`src/rtl/mips8_multicycle_ctrl.sv`:
```
// Main control FSM for the 8-bit multicycle MIPS datapath.
// Optional addi support is compiled in with `define MIPS8_ADDI_EN.
module mips8_multicycle_ctrl #(
    parameter int CNT_W = 16
) (
    input  logic             clock,
    input  logic             reset_n,
    input  logic [5:0]       op,
    input  logic             zero,
    output logic             memread,
    output logic             memwrite,
    output logic             iord,
    output logic [3:0]       irwrite,
    output logic             regdst,
    output logic             memtoreg,
    output logic             regwrite,
    output logic             alusrca,
    output logic [1:0]       alusrcb,
    output logic [1:0]       aluop,
    output logic [1:0]       pcsource,
    output logic             pcen,
    output logic             illegal_op,
    output logic [CNT_W-1:0] retired_count
);

    localparam logic [5:0] OP_LB   = 6'b100000;
    localparam logic [5:0] OP_SB   = 6'b101000;
    localparam logic [5:0] OP_RTYP = 6'b000000;
    localparam logic [5:0] OP_BEQ  = 6'b000100;
    localparam logic [5:0] OP_J    = 6'b000010;
`ifdef MIPS8_ADDI_EN
    localparam logic [5:0] OP_ADDI = 6'b001000;
`endif

    typedef enum logic [3:0] {
        S_IDLE    = 4'd0,
        S_FETCH1  = 4'd1,
        S_FETCH2  = 4'd2,
        S_FETCH3  = 4'd3,
        S_FETCH4  = 4'd4,
        S_DECODE  = 4'd5,
        S_MEMADR  = 4'd6,
        S_LBRD    = 4'd7,
        S_LBWR    = 4'd8,
        S_SBWR    = 4'd9,
        S_RTYPEEX = 4'd10,
        S_RTYPEWR = 4'd11,
        S_BEQEX   = 4'd12,
        S_JEX     = 4'd13,
        S_ADDIEX  = 4'd14,
        S_ADDIWR  = 4'd15
    } state_t;

    state_t state;
    state_t state_nxt;
    logic   pcwrite;
    logic   branch;
    logic   terminal;

    always_ff @(posedge clock or negedge reset_n) begin
        if (!reset_n) state <= S_IDLE;
        else          state <= state_nxt;
    end

    always_comb begin
        state_nxt = S_IDLE;
        case (state)
            S_IDLE:    state_nxt = S_FETCH1;
            S_FETCH1:  state_nxt = S_FETCH2;
            S_FETCH2:  state_nxt = S_FETCH3;
            S_FETCH3:  state_nxt = S_FETCH4;
            S_FETCH4:  state_nxt = S_DECODE;
            S_DECODE: begin
                unique case (1'b1)
                    (op == OP_LB),
                    (op == OP_SB):   state_nxt = S_MEMADR;
                    (op == OP_RTYP): state_nxt = S_RTYPEEX;
                    (op == OP_BEQ):  state_nxt = S_BEQEX;
                    (op == OP_J):    state_nxt = S_JEX;
`ifdef MIPS8_ADDI_EN
                    (op == OP_ADDI): state_nxt = S_ADDIEX;
`endif
                    default:         state_nxt = S_FETCH1;
                endcase
            end
            // op still comes from IR here, so lb/sb are split one cycle later
            S_MEMADR:  state_nxt = (op == OP_SB) ? S_SBWR : S_LBRD;
            S_LBRD:    state_nxt = S_LBWR;
            S_RTYPEEX: state_nxt = S_RTYPEWR;
            S_LBWR,
            S_SBWR,
            S_RTYPEWR,
            S_BEQEX,
            S_JEX:     state_nxt = S_FETCH1;
`ifdef MIPS8_ADDI_EN
            S_ADDIEX:  state_nxt = S_ADDIWR;
            S_ADDIWR:  state_nxt = S_FETCH1;
`endif
            default:   state_nxt = S_IDLE;
        endcase
    end

    always_comb begin
        memread    = 1'b0;
        memwrite   = 1'b0;
        iord       = 1'b0;
        irwrite    = 4'b0000;
        regdst     = 1'b0;
        memtoreg   = 1'b0;
        regwrite   = 1'b0;
        alusrca    = 1'b0;
        alusrcb    = 2'b00;
        aluop      = 2'b00;
        pcsource   = 2'b00;
        pcwrite    = 1'b0;
        branch     = 1'b0;
        illegal_op = 1'b0;
        terminal   = 1'b0;
        case (state)
            S_FETCH1, S_FETCH2, S_FETCH3, S_FETCH4: begin
                memread = 1'b1;
                alusrcb = 2'b01;
                pcwrite = 1'b1;
                case (state)
                    S_FETCH1: irwrite = 4'b0001;
                    S_FETCH2: irwrite = 4'b0010;
                    S_FETCH3: irwrite = 4'b0100;
                    default:  irwrite = 4'b1000;
                endcase
            end
            S_DECODE: begin
                alusrcb    = 2'b11;
                illegal_op = !((op == OP_LB) || (op == OP_SB) ||
                               (op == OP_RTYP) || (op == OP_BEQ) ||
`ifdef MIPS8_ADDI_EN
                               (op == OP_ADDI) ||
`endif
                               (op == OP_J));
            end
            S_MEMADR: begin
                alusrca = 1'b1;
                alusrcb = 2'b10;
            end
            S_LBRD: begin
                memread = 1'b1;
                iord    = 1'b1;
            end
            S_LBWR: begin
                regwrite = 1'b1;
                memtoreg = 1'b1;
                terminal = 1'b1;
            end
            S_SBWR: begin
                memwrite = 1'b1;
                iord     = 1'b1;
                terminal = 1'b1;
            end
            S_RTYPEEX: begin
                alusrca = 1'b1;
                aluop   = 2'b10;
            end
            S_RTYPEWR: begin
                regwrite = 1'b1;
                regdst   = 1'b1;
                terminal = 1'b1;
            end
            S_BEQEX: begin
                alusrca  = 1'b1;
                aluop    = 2'b01;
                branch   = 1'b1;
                pcsource = 2'b01;
                terminal = 1'b1;
            end
            S_JEX: begin
                pcwrite  = 1'b1;
                pcsource = 2'b10;
                terminal = 1'b1;
            end
`ifdef MIPS8_ADDI_EN
            S_ADDIEX: begin
                alusrca = 1'b1;
                alusrcb = 2'b10;
            end
            S_ADDIWR: begin
                regwrite = 1'b1;
                terminal = 1'b1;
            end
`endif
            default: ;
        endcase
    end

    assign pcen = pcwrite | (branch & zero);

    always_ff @(posedge clock or negedge reset_n) begin
        if (!reset_n)      retired_count <= '0;
        else if (terminal) retired_count <= retired_count + CNT_W'(1);
    end

endmodule

```
`config.mk`:
```
export PLATFORM = sky130hd
export DESIGN_NAME = mips8_multicycle_ctrl
export DESIGN_NICKNAME = d
export VERILOG_FILES = /design/src/rtl/mips8_multicycle_ctrl.sv
export SDC_FILE = /design/constraint.sdc
export NUM_CORES = 1
export LEC_CHECK = 0
export BUFFER_PORTS_ARGS = -buffer_cell sky130_fd_sc_hd__buf_2
export CORE_MARGIN = 3
export CORE_UTILIZATION = 40
export CTS_BUF_LIST = sky130_fd_sc_hd__clkbuf_2 sky130_fd_sc_hd__clkbuf_4 sky130_fd_sc_hd__clkbuf_8
export DETAILED_ROUTE_END_ITERATION = 7
export PLACE_DENSITY_LB_ADDON = 0.25
export SETUP_SLACK_MARGIN = 0.15
export SKIP_CTS_REPAIR_TIMING = 1
export SYNTH_ARGS = -nofsm -noshare
export SYNTH_HDL_FRONTEND = slang
export SYNTH_SLANG_ARGS = --single-unit
```
`constraint.sdc`:
```
create_clock -name clock -period 2.2 [get_ports clock]
set_clock_uncertainty 0.05 [all_clocks]
set_input_delay 0.33 -clock clock [delete_from_list [all_inputs] [get_ports clock]]
set_output_delay 0.33 -clock clock [all_outputs]
set_load 0.01 [all_outputs]
```
## After elaboration in Yosys (flattened, before gate mapping)

Index checks and enable logic that the tools add are counted.

| word-level totals | value |
|---|---|
| output and inout port bits | 35 |
| memories | 0 |
| logic and storage cells | 57 |
| bits in registers | 20 |
| bits of input ports | 9 |
| bits in latches | 0 |
| memory bits (read-only) | 0 |
| bits in writable memories | 0 |

| cells by class | value |
|---|---|
| $mul | 0 |
| multiplexer cells | 19 |
| divide/modulo/power cells | 0 |
| shift-type cells | 0 |
| add/subtract/negate cells | 1 |
| bitwise operators | 2 |
| reduce and logical (&&, ||, !) cells | 16 |
| eq/ne operators | 17 |
| $lt $le $gt $ge | 0 |

Operator list:

| kind | count |
|---|---|
| 4-bit one-hot mux with 9 select lines | 1 |
| 4-bit equality test (second input constant) | 6 |
| 16-bit by 1-bit adder with 16-bit output (second input constant) | 1 |
| 4-bit by 3-bit equality test with 1-bit output (second input constant) | 4 |
| 4-bit one-hot mux with 4 select lines | 1 |
| 5-bit OR reduction | 3 |
| 6-bit equality test (second input constant) | 2 |
| 4-bit one-hot mux with 3 select lines | 1 |
| 1-bit two-way mux | 11 |
| 4-bit by 2-bit equality test with 1-bit output (second input constant) | 2 |
| 4-bit two-way mux | 2 |
| 2-bit one-hot mux with 2 select lines | 2 |
| 6-bit by 2-bit equality test with 1-bit output (second input constant) | 1 |
| 6-bit by 3-bit equality test with 1-bit output (second input constant) | 1 |
| 6-bit zero test | 1 |
| 2-bit one-hot mux with 3 select lines | 1 |
| 2-bit OR reduction | 3 |
| 6-bit OR reduction | 1 |
| 4-bit by 1-bit equality test with 1-bit output (second input constant) | 1 |
| 4-bit zero test | 1 |
| 1-bit logical OR | 4 |
| 4-bit OR reduction | 1 |
| 3-bit OR reduction | 1 |
| 1-bit bitwise AND | 1 |
| other kinds (2) | 2 |

## Logic depth before layout (Yosys ltp)

Gate-level depths: netlist (run 1).

| logic depth | value |
|---|---|
| word-level depth | 7 |
| mapped depth | 6 |
| mapped depth without buffers | 5 |

## Least setup slack after synthesis (run 1)

Ideal clock, no wire load.

| timing | value |
|---|---|
| kind | reg2out |
| start point | register state[1] |
| end point | output port pcsource[0] |
| data required time | 1820 ps |
| stages on the path, launching flop included | 5 |
| setup slack | 475 ps |
| arrival | 1345 ps |
| buffers on the path | 3 |
| path through | dfrtp_1 -> buf_2 -> buf_2 -> nor3_1 -> buf_4 |

| on the way | value |
|---|---|
| word-level cells in the longest chain between the ends | 2 |
| elaborated cells on any way between the ends | 3 |
| those cells by class | eq/ne: 2; mux: 1 |

RTL lines:

| element | line | text |
|---|---|---|
| from (decl) | 54 | `state_t state;` |
| from (signal assigned) | 62 | `else state <= state_nxt;` |
| 4-bit equality test | 119 | `case (state)` |
| 2-bit one-hot mux with 2 select lines (*) | 119 |  |
| to (decl) | 20 | `output logic [1:0] pcsource,` |

Every way passes the cells marked *; elsewhere a longest branch is shown, timed or not.

## Worst setup path after layout (run 1)

| timing | value |
|---|---|
| start point | register state[0] |
| end point | output port memread |

| on the way | value |
|---|---|
| word-level cells in the longest chain between the ends | 3 |
| elaborated cells on any way between the ends | 7 |
| those cells by class | eq/ne: 5; mux: 1; reduce/logical: 1 |

RTL lines:

| element | line | text |
|---|---|---|
| 4-bit by 2-bit equality test with 1-bit output (tied with other cells) | 119 |  |
| 5-bit OR reduction (no source line) (*) | -- |  |
| 1-bit two-way mux (*) | 119 |  |
| to (decl) | 10 | `output logic memread,` |

Marks and branches as above.

==> results of run 1 <==
==> cells by family after synthesis <==
| logic type | Yosys count |
|---|---|
| flip-flops | 20 |
| XOR/XNOR | 15 |
| multiplexers | 1 |
| adder cells (fa/ha/maj) | 1 |
| AND/OR/NAND/NOR | 60 |
| buffers and inverters | 13 |
| AO/OA/AOI/OAI | 28 |
==> power by group <==
group / total, mW / switching [mW] / internal (mW) / leakage, nW
Combinational: 0.928 / 0.529 / 0.398 / 0.472
Sequential: 0.598 / 0.150 / 0.448 / 0.261
Clock: 0.290 / 0.106 / 0.184 / 0.0279
Total: 1.81 / 0.785 / 1.03 / 0.761
==> placed cells by master, fill, tap and decap left out, types with 3 or more instances in the layout <==
cell type  count
inv_1          3
xnor2_1       12
buf_2         43
nand3_1        7
dfrtp_1       16
xor2_1         3
nor3_1         8
a211oi_1       3
o21ai_0        3
a21oi_1        7
nor2_1        14
nand2_1       16
buf_4          6
clkbuf_4       3
nand4_1        3
dfrtp_2        4
==> critical path: stages, from the launching register on <==
cell and delay (ns):
dfrtp_2 0.53, inv_1 0.16, nand2_1 0.12, o21ai_0 0.08, a31oi_1 0.19, buf_2 0.17
==> worst paths after layout <==
path	start	end	slack, ns	cells after the start
min in group asynchronous	reset_n	retired_count[5]	0.45	2
max	state[0]	memread	0.27	5
max in group asynchronous	reset_n	state[2]	1.32	2
max reg2reg	state[2]	state[0]	0.52	5
min	op[4]	state[3]	0.32	3
min reg2reg	retired_count[10]	retired_count[10]	0.45	1
==> per-layer routing <==
| layer | GRT usage | vias up |
|---|---|---|
| met5 | 0 | - |
| met4 | 0.03636 | 0 |
| met3 | 0.01860 | 0 |
| met2 | 0.2601 | 37 |
| met1 | 0.1906 | 541 |
| li1 | - | 581 |
==> sequential cells by signal, summed over array words and instances (netlist names) <==
signal / count
retired_count: 16
state: 4
==> layout make-up <==
type / instances / area [µm²] / area share
multi-input combinational: 105 / 691.9 / 0.4358
sequential: 20 / 505.5 / 0.3184
timing repair buffer: 50 / 270.3 / 0.1702
tap: 42 / 52.55 / 0.03310
clock inverter: 1 / 30.03 / 0.01891
clock buffer: 3 / 22.52 / 0.01418
inverter: 4 / 15.01 / 0.009456
==> results.md, run 1 <==
- The run finished with clean final reports.
- STA classifies the critical path startpoint as a flip-flop.
- Of the total synthesized cell area, the portion taken by AND, OR, NAND and NOR gates is 0.2392.
- The final-report hold violation count is 0.
- After detailed routing, the met2 layer carries 1.414 mm of wire.
- After the flow finishes, the layout carries non-filler instances totaling 225.
- The minimum hold slack is 0.3184 ns.
- In this run the cell area of the synthesized design comes to 1250 µm².
- The count of input and output buffers is 43.
- The area growth from synthesis to layout is 27.03%.
- Yosys printed 0 warnings.
- Counting every net in the synthesized netlist gives 148.
- Clock tree synthesis inserted a total of 3 buffers.
- By count the netlist is led by dfrtp_1 (20), nand2_1 (16), nor2_1 (14).
- The largest family of logic cells by synthesized area is simple AND/OR/NAND/NOR gates.
- The number of buffers on the longest clock path is 2.
- Along the worst path, the maximum fanout reaches 13.
- The count of boundary I/O pins is 44.
- The detailed router finished its first iteration with 31 violations.
- The data required time of the worst path is 1.82 ns.
- At the pin with the least slew margin, the transition time is 0.4219 ns.
- Timing would allow up to 0.5190 GHz.
- The height of the die is 61.90 µm.
- The number of max-slew violations in the final report came to 0.
- Once layout is done, the placed cells without fillers occupy 1588 µm².
- The largest net degree at the start of global routing is 21.
- The tightest min-delay check is of the in -> reg type.
- In the final layout, the share of cells above drive strength 1 is 0.3552.
- The overall power of the completed layout is 1.815 mW.
- Headroom to the max-slew limit came out at 0.7148.
- Of the post-synthesis cell area, the part taken by muxes is 0.009009.
- For this design the static power due to leakage is 0.7611 nW.
- The post-synthesis xor/xnor area fraction is 0.1051.
- The worst setup slack after layout is 0.2733 ns.
- The most common cell in the synthesized netlist is dfrtp_1.
- The library cell occupying the most area in the post-synthesis netlist is dfrtp_1.
- The minimum period implied by the final worst setup slack is 1.927 ns.
- The routed design has 2.698 mm of wire.
- The clock tree from TritonCTS is done.
- The critical path data arrival time is 1.55 ns.
- STA classifies the critical path endpoint as an output port.
- In the routed layout, each cell is associated on average with a via count of 5.151.
- The leading register cell type out of synthesis is dfrtp_1.
- The core region is 2877 µm².
- The gate count of the mapped netlist is 138.
- In the final routing, the length of wire on met1 measures 1.143 mm.
- Across all layers, the routed design uses 1159 vias.
- The share of the synthesized area in the top cell type is 0.4004.
- Before CTS, the worst setup slack after placement is 0.3786 ns.
- After clock tree synthesis, the clock-pin slew on the worst setup and hold paths is 0.10 ns.
- The number of placement rows is 19.
- The final count of negative-setup-slack endpoints is 0.
- The share of synthesized registers carrying an async set or reset is 1.000.
- For this run, the share of the core covered by cells in the final layout is 0.5520.
- The number of antenna violations at the first check in global routing is 0.
- Yosys mapped a number of flops with a built-in enable equal to 0.
- The clock net in this run drives a total of 20 sinks.
- Sorting the synthesized cells by area gives the leading types as dfrtp_1 (40%), xnor2_1 (8.4%), nand2_1 (4.8%).
- The number of iterations in the first detailed-routing pass is 4.
- The routed wire length on met3 is 139 µm.
- Counting tap cells, the placed design contains a total of 215 instances.
- The average detailed-routed wire length per instance is 11.99 µm.
- The post-layout net count is 194.
- The number of design rule violations left after detail routing is 0.
- For this design the ratio of total power to cell area is 1143 nW/µm².
- The clock latency on the worst-skew pair is 0.29 ns.
- The number of distinct library cell variants in the gate-level netlist after synthesis is 35.
- For this run the aggregate overflow at the end of global routing stands at 0.
- The total number of H-tree levels is 1.
- The classification of the worst setup path is reg -> out.
- The sequential-to-total area share from yosys stat is 0.4004.
- The placed wire-length estimate after detailed placement is 2.042 mm.
- In this run the top signal layer used is met3.
- The cell area reported after detailed placement is 1478 µm².
- The adder and majority cell fraction of the synthesized area is 0.01001.
- Routability-driven placement finished with a final weighted congestion of 0.8255.
- A synthesized cell averages 9.058 µm².
- The horizontal extent of the die is 61.90 µm.
- The number of nets with antenna violations after routing is 0.
- Setup repair after global routing left no endpoint under its margin.
- The area of the die is 3832 µm².
- The via count of the first global-routing pass is 1044.
- The antenna cell count is 0.
- The largest vdd supply drop is 0.6364 mV.
- The compound-cell area share of the yosys netlist is 0.1862.
- The global-route usage over all layers is 0.1474.
- Across the run, the number of max-cap violations was 0.
- For this configuration, the core starts out at a cell density of 0.4345.
- The first global-routing pass estimated 4.402 mm of wire.
- The cell at the root of the clock tree is clkbuf_4.
- Of the available clock period, the critical path in the final layout requires 0.8758.
- The filler cells instantiated in the layout total 264.
- The synthesized design contains 20 register bits.
- The sum of negative setup slack is 0 ns.
Power figures use the tool's default switching activity.
==> run 2, diff against run 1 <==
--- a/constraint.sdc
+++ b/constraint.sdc
@@ -4,2 +4,2 @@
 set_output_delay 0.33 -clock clock [all_outputs]
-set_load 0.01 [all_outputs]
+set_load 0.1 [all_outputs]
==> run 2 against run 1 <==
Effect of this change:
- register-to-register slack got worse by 0.18 ns
- final cell count rose by 4.4%
- first-iteration DRC count increased by 26%
- die area is the same
- wire length grew 26%
- via count is 6.9% higher
- utilization rose by 20 points
- non-clock buffer count is 10 higher
- final area increased by 36%
- global-route usage increased by 4.4 points
- hold slack worse by 0.019 ns
- worst setup slack got worse by 0.077 ns
- largest cell class unchanged
- highest routed layer is now met4
==> results.md, run 2 (synthesized netlist as in run 1, its figures left out) <==
- In the layout the commonest cells are buf_2 (24), buf_12 (17), nand2_1 (14).
- The worst hold path begins at op[0].
- STA puts the critical path data required time at 1.82 ns.
- The CTS buffer count is 3.
- The number of buffers on the longest clock path is 2.
- The routed design could run at a clock period as short as 2.003 ns.
- On the critical path, the stage with the largest delay is an instance of dfrtp_2.
- Once layout is done, the placed cells without fillers occupy 2158 µm².
- On the critical path the largest part of the delay comes from flip-flops.
- The footprint of the multi-input gates is 899.6 µm².
- In the final routed layout, each cell accounts on average for 14.51 µm.
- The startpoint identified for the worst register-to-register timing path is state[2].
- The flow ran to the end, and the final reports show no timing, DRC or antenna violations.
- TritonCTS built the clock tree.
- The transition time of the tightest slew-check pin is 0.5324 ns.
- The height of the die is 61.90 µm.
- The routed layout has 1239 vias.
- The area taken by flip-flops and latches is 514.2 µm².
- After clock tree synthesis, the clock-pin slew on the worst setup and hold paths is 0.10 ns.
- The detail-routed via count per cell is 5.272.
- Measured in cells, the most critical reg-to-reg path has a length of 5.
- The number of flip-flops under the largest register name is 16.
- The number of max-slew violations in the final report is 0.
- The die is 61.90 µm wide.
- For this block, the initial DRC count from the detailed router was 39.
- The via count of the first global-routing pass came to 1150.
- For this block, the routed nets add up to 3.409 mm of wire.
- Setup repair after global routing could not meet its margin everywhere.
- Data on the critical path arrives at its endpoint at 1.62 ns.
- The cell area reported after detailed placement is 1999 µm².
- CTS saw 20 sinks.
- The worst hold path was traced through 3 stages.
- For this run, the detailed router's first-pass iteration total came to 4.
- In this run the tightest slew margin relative to its limit is 0.6429.
- The count of nets left with antenna violations once routing finished came out at 0.
- Along the worst path, the maximum fanout reaches 7.
- By startpoint and endpoint, the worst setup path is classified as reg -> out.
- The most critical setup path has its startpoint at state[0].
- The final-report hold violation count is 0.
- In the final layout, the registers with the most flip-flops are retired_count (16), state (4).
- Across the run, the number of max-cap violations was 0.
- Compared with the post-synthesis result, the final layout area differs by 72.67%.
- The number of antenna violations at the first check in global routing is 0.
- For this run, the top clock speed supported by timing is 0.4991 GHz.
- The total core area is 2877 µm².
- The total number of H-tree levels is 1.
- The leading cell type in the layout, fill and taps excluded is buf_2.
- Dividing the final minimum period by the clock period gives 0.9106.
- At the end of routability-driven placement, the weighted congestion stood at 0.8534.
- The final layout contains 204 nets.
- The number of buffer and inverter instances along the worst setup path is 2.
- After global routing the overflow that remains totals 0.
- The number of placement rows is 19.
- The area of the die is 3832 µm².
- In the final layout, the share of cells above drive strength 1 is 0.5337.
- The worst setup path is captured at an output port.
- The placed wire-length estimate after detailed placement is 2.559 mm.
- The critical path crosses 5 cells after its start point.
- In this run the count of I/O pins placed on the die edge is 44.
- The minimum hold slack is 0.2997 ns.
- The critical path goes through inv_1 -> nand2_1 -> o21ai_1 -> a31oi_4 -> buf_12.
- In this run the clock root is driven by a clkbuf_4.
- The global-route usage over all layers is 0.1916.
- The antenna cell count is 0.
- The count of input and output buffers is 43.
- The sum of negative setup slack is 0 ns.
- The number of design rule violations left after detail routing is 0.
- Setup violations remaining at the end of the flow were counted as 0.
- The worst hold path belongs to the class in -> reg.
- The initial utilization of the core area, before any placement, comes to 0.4345.
- retired_count holds more flip-flops than any other register.
- After filler insertion, the fill cell instance count of the layout stands at 187.
- For the worst-skew pair, the clock arrives at the later sink with an insertion delay of 0.31 ns.
- The largest single stage delay on the critical path is 0.48 ns.
- The first global-routing pass estimated 5.499 mm of wire.
- STA classifies the critical path startpoint as a flip-flop.
- The largest net degree at the start of global routing is 21.
## run 2: changes by cell type in the layout (fill, tap and decap cells not counted), sizes merged
cell      previous run  this run
clkinvlp             0         1
clkbuf               3         5
buf                 49        57
inv                  4         3
## run 2: worst paths after layout
check | endpoint | slack, ns
worst max-delay path | memread | 0.20
worst min-delay path | state[3] | 0.30
worst max register to register | retired_count[9] | 0.34
worst min register to register | retired_count[15] | 0.43
max in group asynchronous | state[2] | 1.30
min in group asynchronous | retired_count[0] | 0.44
## run 2: cell type report
type                    count  area share
clock buffers               3     0.01043
clock inverters             1     0.01391
inverters                   4    0.008696
multi-input cells         105      0.4168
flip-flops and latches     20      0.2383
well taps                  42     0.02435
repair buffers             60      0.2875
## run 2: worst register-to-register path, cell delays in order (launching register included)
cell and delay, ns:
dfrtp_2 0.46, buf_4 0.16, nand2b_4 0.19, a2111oi_4 0.54, nand3_1 0.19, xnor2_1 0.16
## run 2: stage by stage
stage | utilization | setup WS [ns] | instances
4_1_cts | 0.7134 | 0.002076 | 226
5_1_grt | 0.7503 | 0.06310 | 235
3_5_place_dp | 0.6951 | 0.3148 | 222
3_3_place_gp | 0.6951 | 0.3304 | 222
6_report | 0.7503 | 0.1966 | 235
2_1_floorplan | - | -0.08652 | 138
## run 2: layer usage
layer	track usage	up-vias	share of wire
li1	-	613	-
met1	0.2516	591	0.44
met2	0.3288	33	0.52
met3	0.04339	2	0.032
met4	0.02727	0	0.00088
met5	0	-	0
Power of run 2 is not shown: default switching activity piles up to over one toggle a cycle in this logic, so the estimate is an artifact.
